<file path="src/rtl/router_pkg.sv">
// router_pkg: shared header field positions, limits and reader FSM states.
// No ports; imported by the destination reader, its timer and its interface users.
package router_pkg;
    localparam int LEN_MSB = 7;
    localparam int LEN_LSB = 2;
    localparam int ADDR_MSB = 1;
    localparam int ADDR_LSB = 0;
    localparam int MAX_LEN = 63;
    localparam int SOFT_RST_TIMEOUT = 30;
    typedef enum logic [2:0] {IDLE, WAIT, HDR, BODY, DONE} state_t;
    // Reads needed after the header: payload plus parity, with an empty payload read as one byte.
    function automatic logic [6:0] read_count(input logic [5:0] len);
        return (len == '0 ? 7'd1 : {1'b0, len}) + 7'd1;
    endfunction
endpackage

</file>
<file path="src/rtl/router_dst_reader_if.sv">
// router_dst_reader_if: output-port FIFO handshake plus framed byte stream of one destination reader.
// slave: the reader (consumes vld_out/data_out/soft_reset, drives read_enb and the framed stream).
// master: the FIFO/sync side and stream consumer.
interface router_dst_reader_if;
    logic vld_out;
    logic [7:0] data_out;
    logic soft_reset;
    logic read_enb;
    logic [7:0] pkt_byte;
    logic pkt_valid;
    logic pkt_sop;
    logic pkt_eop;
    logic pkt_done;
    logic parity_err;
    logic addr_err;
    logic pkt_abort;
    logic [5:0] len_out;
    logic busy;
    modport master (
        output vld_out, data_out, soft_reset,
        input read_enb, pkt_byte, pkt_valid, pkt_sop, pkt_eop, pkt_done,
        input parity_err, addr_err, pkt_abort, len_out, busy
    );
    modport slave (
        input vld_out, data_out, soft_reset,
        output read_enb, pkt_byte, pkt_valid, pkt_sop, pkt_eop, pkt_done,
        output parity_err, addr_err, pkt_abort, len_out, busy
    );
endinterface

</file>
<file path="src/rtl/router_rd_timer.sv">
// router_rd_timer: WAIT delay counter; start loads 1, run increments, otherwise clears.
// Ports: clock, resetn (async active-low), start, run, hit (count == READ_DELAY).
module router_rd_timer #(
    parameter int READ_DELAY = 5
) (
    input  logic clock,
    input  logic resetn,
    input  logic start,
    input  logic run,
    output logic hit
);
    logic [7:0] count;

    always_ff @(posedge clock or negedge resetn) begin
        if (!resetn) count <= '0;
        else count <= start ? 8'd1 : run ? count + 8'd1 : '0;
    end

    assign hit = count == 8'(READ_DELAY);
endmodule

</file>
<file path="src/rtl/router_dst_reader.sv">
// router_dst_reader: drains one packet per transaction from a router output FIFO and frames it.
// Ports: clock, resetn (async active-low), bus (router_dst_reader_if.slave: FIFO handshake in,
// read_enb out, framed byte stream with sop/eop, done/error/abort pulses, len_out, busy).
module router_dst_reader
    import router_pkg::*;
#(
    parameter int READ_DELAY = 5,
    parameter logic [1:0] PORT_ID = 2'd0
) (
    input logic clock,
    input logic resetn,
    router_dst_reader_if.slave bus
);
    state_t state;
    logic hdr_rd;
    logic rd_q;
    logic [6:0] rem;
    logic [7:0] acc;
    logic perr;
    logic aerr;
    logic [5:0] len_q;
    logic abort_q;
    logic hit;
    logic rd;
    logic cap;
    logic last;

    router_rd_timer #(.READ_DELAY(READ_DELAY)) u_timer (
        .clock(clock),
        .resetn(resetn),
        .start(state == IDLE && bus.vld_out && !bus.soft_reset),
        .run(state == WAIT),
        .hit(hit)
    );

    // Soft reset gates the strobe and any capture in the same cycle it is seen.
    assign rd = !bus.soft_reset && (hdr_rd || (state == BODY && bus.vld_out && rem != '0));
    assign cap = rd_q && !bus.soft_reset && (state == HDR || state == BODY);
    // Once every read has been issued, the capture still in flight is the parity byte.
    assign last = cap && state == BODY && rem == '0;

    always_ff @(posedge clock or negedge resetn) begin
        if (!resetn) begin
            state <= IDLE;
            hdr_rd <= 1'b0;
            rd_q <= 1'b0;
            rem <= '0;
            acc <= '0;
            perr <= 1'b0;
            aerr <= 1'b0;
            len_q <= '0;
            abort_q <= 1'b0;
        end else begin
            rd_q <= rd;
            hdr_rd <= 1'b0;
            abort_q <= 1'b0;
            if (bus.soft_reset && state != IDLE) begin
                state <= IDLE;
                rem <= '0;
                abort_q <= 1'b1;
            end else begin
                case (state)
                    IDLE: if (bus.vld_out && !bus.soft_reset) state <= WAIT;
                    WAIT: begin
                        if (!bus.vld_out) state <= IDLE;
                        else if (hit) begin
                            hdr_rd <= 1'b1;
                            state <= HDR;
                        end
                    end
                    HDR: if (cap) begin
                        len_q <= bus.data_out[LEN_MSB:LEN_LSB];
                        rem <= read_count(bus.data_out[LEN_MSB:LEN_LSB]);
                        acc <= bus.data_out;
                        aerr <= bus.data_out[ADDR_MSB:ADDR_LSB] != PORT_ID || bus.data_out[LEN_MSB:LEN_LSB] == '0;
                        state <= BODY;
                    end
                    BODY: begin
                        if (rd) rem <= rem - 7'd1;
                        if (last) begin
                            perr <= bus.data_out != acc;
                            state <= DONE;
                        end else if (cap) acc <= acc ^ bus.data_out;
                    end
                    DONE: state <= IDLE;
                    default: state <= IDLE;
                endcase
            end
        end
    end

    assign bus.read_enb = rd;
    assign bus.pkt_valid = cap;
    assign bus.pkt_byte = cap ? bus.data_out : '0;
    assign bus.pkt_sop = cap && state == HDR;
    assign bus.pkt_eop = last;
    assign bus.pkt_done = state == DONE && !bus.soft_reset;
    assign bus.parity_err = bus.pkt_done && perr;
    assign bus.addr_err = bus.pkt_done && aerr;
    assign bus.pkt_abort = abort_q;
    assign bus.len_out = len_q;
    assign bus.busy = state != IDLE;
endmodule

</file>
<file path="src/flat_wrapper.sv">
// flat-port wrapper written by rule: the top's interface ports become plain ports
module router_dst_reader_flat import router_pkg::*;
#(
    parameter int READ_DELAY = 5,
    parameter logic [1:0] PORT_ID = 2'd0
)
  (clock, resetn, bus_vld_out, bus_data_out, bus_soft_reset, bus_read_enb, bus_pkt_byte, bus_pkt_valid, bus_pkt_sop, bus_pkt_eop, bus_pkt_done, bus_parity_err, bus_addr_err, bus_pkt_abort, bus_len_out, bus_busy);
  router_dst_reader_if bus_i ();
  input logic clock;
  input logic resetn;
  input wire logic [$bits(bus_i.vld_out)-1:0] bus_vld_out;
  input wire logic [$bits(bus_i.data_out)-1:0] bus_data_out;
  input wire logic [$bits(bus_i.soft_reset)-1:0] bus_soft_reset;
  output wire logic [$bits(bus_i.read_enb)-1:0] bus_read_enb;
  output wire logic [$bits(bus_i.pkt_byte)-1:0] bus_pkt_byte;
  output wire logic [$bits(bus_i.pkt_valid)-1:0] bus_pkt_valid;
  output wire logic [$bits(bus_i.pkt_sop)-1:0] bus_pkt_sop;
  output wire logic [$bits(bus_i.pkt_eop)-1:0] bus_pkt_eop;
  output wire logic [$bits(bus_i.pkt_done)-1:0] bus_pkt_done;
  output wire logic [$bits(bus_i.parity_err)-1:0] bus_parity_err;
  output wire logic [$bits(bus_i.addr_err)-1:0] bus_addr_err;
  output wire logic [$bits(bus_i.pkt_abort)-1:0] bus_pkt_abort;
  output wire logic [$bits(bus_i.len_out)-1:0] bus_len_out;
  output wire logic [$bits(bus_i.busy)-1:0] bus_busy;
  assign bus_i.vld_out = bus_vld_out;
  assign bus_i.data_out = bus_data_out;
  assign bus_i.soft_reset = bus_soft_reset;
  assign bus_read_enb = bus_i.read_enb;
  assign bus_pkt_byte = bus_i.pkt_byte;
  assign bus_pkt_valid = bus_i.pkt_valid;
  assign bus_pkt_sop = bus_i.pkt_sop;
  assign bus_pkt_eop = bus_i.pkt_eop;
  assign bus_pkt_done = bus_i.pkt_done;
  assign bus_parity_err = bus_i.parity_err;
  assign bus_addr_err = bus_i.addr_err;
  assign bus_pkt_abort = bus_i.pkt_abort;
  assign bus_len_out = bus_i.len_out;
  assign bus_busy = bus_i.busy;
  router_dst_reader #(.READ_DELAY(READ_DELAY), .PORT_ID(PORT_ID)) u_core (.clock(clock), .resetn(resetn), .bus(bus_i));
endmodule
</file>
<file path="config.mk">
export PLATFORM = sky130hd
export DESIGN_NAME = router_dst_reader_flat
export DESIGN_NICKNAME = d
export VERILOG_FILES = /design/src/rtl/router_pkg.sv /design/src/rtl/router_dst_reader_if.sv /design/src/rtl/router_rd_timer.sv /design/src/rtl/router_dst_reader.sv /design/src/flat_wrapper.sv
export SDC_FILE = /design/constraint.sdc
export NUM_CORES = 1
export LEC_CHECK = 0
export CORE_MARGIN = 2
export CORE_UTILIZATION = 45
export CTS_CLUSTER_DIAMETER = 100
export DETAILED_ROUTE_END_ITERATION = 8
export MAX_ROUTING_LAYER = met4
export PLACE_DENSITY = 0.71
export SLEW_MARGIN = 20
export SYNTH_ARGS = -nofsm -noshare
export SYNTH_HDL_FRONTEND = slang
export SYNTH_SLANG_ARGS = --single-unit
</file>
<file path="constraint.sdc">
create_clock -name clock -period 1.8 [get_ports clock]
set_input_delay 0.36 -clock clock [delete_from_list [all_inputs] [get_ports clock]]
set_output_delay 0.36 -clock clock [all_outputs]
set_load 0.01 [all_outputs]
</file>
==> qor.tcl <==
set qor(worst_setup_sp_type) {flop}
set qor(hold_viol_final) 0
set qor(required_ns) 1.44
set qor(syn_area_per_cell_um2) 9.47
set qor(flow.area_growth_from_synthesis_pct) 53.1
set qor(worst-r2r-cell-count) 7
set qor(grt_setup_unrepaired) {true}
set qor(floorplan.core_area_um2) 4790
set qor(synth_enable_flop_cells) 0
set qor(ys.warnings.count) 0
set qor(dr.first_iter.drc_count) 163
set qor(cts-root-buf) {sky130_fd_sc_hd__clkbuf_8}
set qor(hold_slack_ns) 0.515
set qor(die_x_um) 75.1
set qor(layout.cells.most_common_list) {sky130_fd_sc_hd__buf_4 (55), sky130_fd_sc_hd__dfrtp_1 (36), sky130_fd_sc_hd__buf_6 (21), sky130_fd_sc_hd__nor2_1 (17), sky130_fd_sc_hd__clkdlybuf4s50_1 (16)}
set qor(final_antenna_net_count) 0
set qor(dpl_worst_slack_ns) -0.570
set qor(r2r_slack_ns) -0.17
set qor(power_leakage_nw) 1.56
set qor(tightest_slew_ns) 0.405
set qor(initial_antenna_violation_count) 0
set qor(maxCapViolCount) 0
set qor(synth_area_um2) 2270
set qor(yosysSeqAreaShare) 0.407
set qor(cp_data_arrival_time_ns) 1.64
set qor(num_rows) 25
set qor(final_common_cell) {sky130_fd_sc_hd__buf_4}
set qor(ir_worst_vdd_mv) 0.411
set qor(first_pass_iters) 4
set qor(clkSlewWorstSetupHoldPaths_ns) 0.08
set qor(insertedDiodeCount) 0
set qor(drc_violation_count_after_routing) 0
set qor(async_flop_share) 1.00
set qor(grt_first_pass_wirelength_um) 10400
set qor(cp-end-kind) {primary output}
set qor(final.setup_skew_ns) 0.00618
set qor(initial_core_util) 0.475
set qor(finalWorstSetupSlack_ns) -0.204
set qor(final_min_period_over_clock_period) 1.11
set qor(post-route-util) 0.727
set qor(syn-num-nets) 255
set qor(dpl.cell_count) 383
set qor(final-setup-viol-count) 22
set qor(fp.dieArea_um2) 5640
set qor(die_height_um) 75.1
set qor(globalRouteOverflowTotal) 0
set qor(power-per-cell-area_nw_per_um2) 723
set qor(min_path_type) {primary input to async pin}
set qor(grt_max_degree) 23
set qor(maxSlewHeadroom) 0.728
set qor(cts.sinks) 37
set qor(path_class) {flop to primary output}
set qor(drt-total-wl_um) 6560
set qor(fin_nets) 350
set qor(ys.flop_type) {sky130_fd_sc_hd__dfrtp_1}
set qor(detail_route.wl_per_cell_um) 16.3
set qor(final_slew_viol_count) 0
set qor(min_period_ns) 2.00
set qor(max_freq_mhz) 499
set qor(cts_tree) {done}
set qor(critical_path.max_fanout) 3
set qor(detailroute.via_count) 2192
set qor(routabilityCongestion) 0.925
set qor(avgViaCountPerCell) 5.44
set qor(dp_hpwl_um) 4260
set qor(worst_skew_pair.late_latency_ns) 0.30
set qor(r2r-start) {u_core.rem[1]$_DFFE_PN0P_}
set qor(cts-htree-levels) 2
set qor(instances_no_fill) 403
set qor(violations_in_the_final_reports) {negative setup slack}
set qor(port_buffers) 34
set qor(grt_usage) 0.253
set qor(io_pins) 35
set qor(drive_gt1_frac) 0.446
set qor(design_power_total_mw) 2.52
set qor(r2r_end) {u_core.acc[0]$_DFFE_PN0P_}
set qor(yosysUniqueCellTypes) 54
set qor(first_global_vias) 2168
set qor(cts-buffers-inserted) 5
set qor(outcome) {finished, violations left}
set qor(ys_seq_elements) 37
set qor(synth_cells) 240
set qor(cts_max_path_buffers) 2
-- cell type report --
cell class              count  area, um2
fillers                   342       1310
clock buffers               7       86.3
multi-input cells         175       1410
inverters                  12       45.0
repair buffers            104        895
clock inverters             1       30.0
flip-flops and latches     37        927
well taps                  67       83.8
-- how the worst max path moves through the flow --
stage,from,end,slack (ns),depth (start not counted)
after floorplan,u_core.rem[1]$_DFFE_PN0P_,u_core.acc[4]$_DFFE_PN0P_,-0.003,7
after global routing,u_core.rem[0]$_DFFE_PN0P_,bus_read_enb,-0.28,8
after CTS,u_core.rem[0]$_DFFE_PN0P_,bus_read_enb,-0.21,8
after detailed placement,bus_soft_reset,bus_pkt_byte[4],-0.57,5
final,u_core.rem[1]$_DFFE_PN0P_,bus_read_enb,-0.20,8
after global placement,bus_soft_reset,bus_pkt_byte[2],-0.55,5
-- per-layer routing --
layer	global-route usage	wire length, um	vias up
met5	-	0	-
met4	0.0853	208	0
met3	0.0428	285	18
met2	0.435	3360	63
met1	0.301	2700	1054
li1	-	-	1057
-- cells in the mapped netlist (all sizes together), types with 2 or more instances --
cell,instances,share of area
and2,11,0.030
mux2,7,0.035
clkbuf,6,0.0099
o21ai,9,0.025
nand4,5,0.014
nand3,13,0.029
and4,2,0.0077
nor2b,3,0.0083
o22ai,7,0.022
nand2,3,0.0050
xnor2,11,0.042
o32ai,2,0.0077
o31a,2,0.0077
dfrtp,37,0.41
buf,10,0.031
a311oi,2,0.0077
ha,3,0.017
or3b,2,0.0088
inv,12,0.020
o21a,2,0.0066
a21oi,21,0.046
xor2,6,0.023
nor4b,3,0.018
nor3,12,0.029
nor2,19,0.031
o21ba,2,0.0088
or4,2,0.0083
and3,3,0.0083
nand2b,2,0.0055
a2bb2oi,2,0.0077
a211oi,7,0.025
-- cells by family after synthesis --
logic type / count (synthesis) / share of synthesized area
and+or+nand+nor: 85 / 0.221
AOI/OAI and AO/OA: 63 / 0.194
DFF: 37 / 0.407
buffers and inverters: 28 / 0.0611
xor gates and xnor gates: 17 / 0.0655
muxes: 7 / 0.0347
adders and majority gates: 3 / 0.0165
-- registers in the layout, indices dropped and copies added, names as in the netlist --
name / count
u_core.acc: 8
u_core.aerr: 1
u_core.bus.len_out: 6
u_core.bus.pkt_abort: 1
u_core.hdr_rd: 1
u_core.perr: 1
u_core.rd_q: 1
u_core.rem: 7
u_core.state: 3
u_core.u_timer.count: 8
-- per-stage QoR --
stage	area (um2)	setup TNS, ns
3_5_place_dp	3070	-13.11
5_1_grt	3480	-3.39
6_report	3480	-1.63
3_3_place_gp	3070	-12.60
4_1_cts	3380	-1.52
2_1_floorplan	2290	-0.0103
-- power breakdown --
| group | leakage (nW) | total, mW | internal, mW | switching (mW) |
|---|---|---|---|---|
| logic | 0.997 | 0.804 | 0.437 | 0.366 |
| clock network | 0.0585 | 0.767 | 0.452 | 0.315 |
| registers | 0.502 | 0.944 | 0.894 | 0.0507 |
-- critical path: stages (launching register included) --
cell	delay [ns]
sky130_fd_sc_hd__dfrtp_1	0.37
sky130_fd_sc_hd__inv_2	0.05
sky130_fd_sc_hd__ha_4	0.15
sky130_fd_sc_hd__nor3b_2	0.14
sky130_fd_sc_hd__buf_4	0.15
sky130_fd_sc_hd__nand2_4	0.08
sky130_fd_sc_hd__a31oi_4	0.09
sky130_fd_sc_hd__nor2_2	0.15
sky130_fd_sc_hd__buf_2	0.16
-- repair_timing --
item / CTS / global route
setup buffers: 11 / 1
hold buffers: 1 / 0
gates resized for setup: 104 / 23
endpoints found under the setup margin: 31 / 29
endpoints found under the hold margin: 15 / 0
pin swaps: 23 / 9
Note: power is estimated with default switching activity, not from simulation.
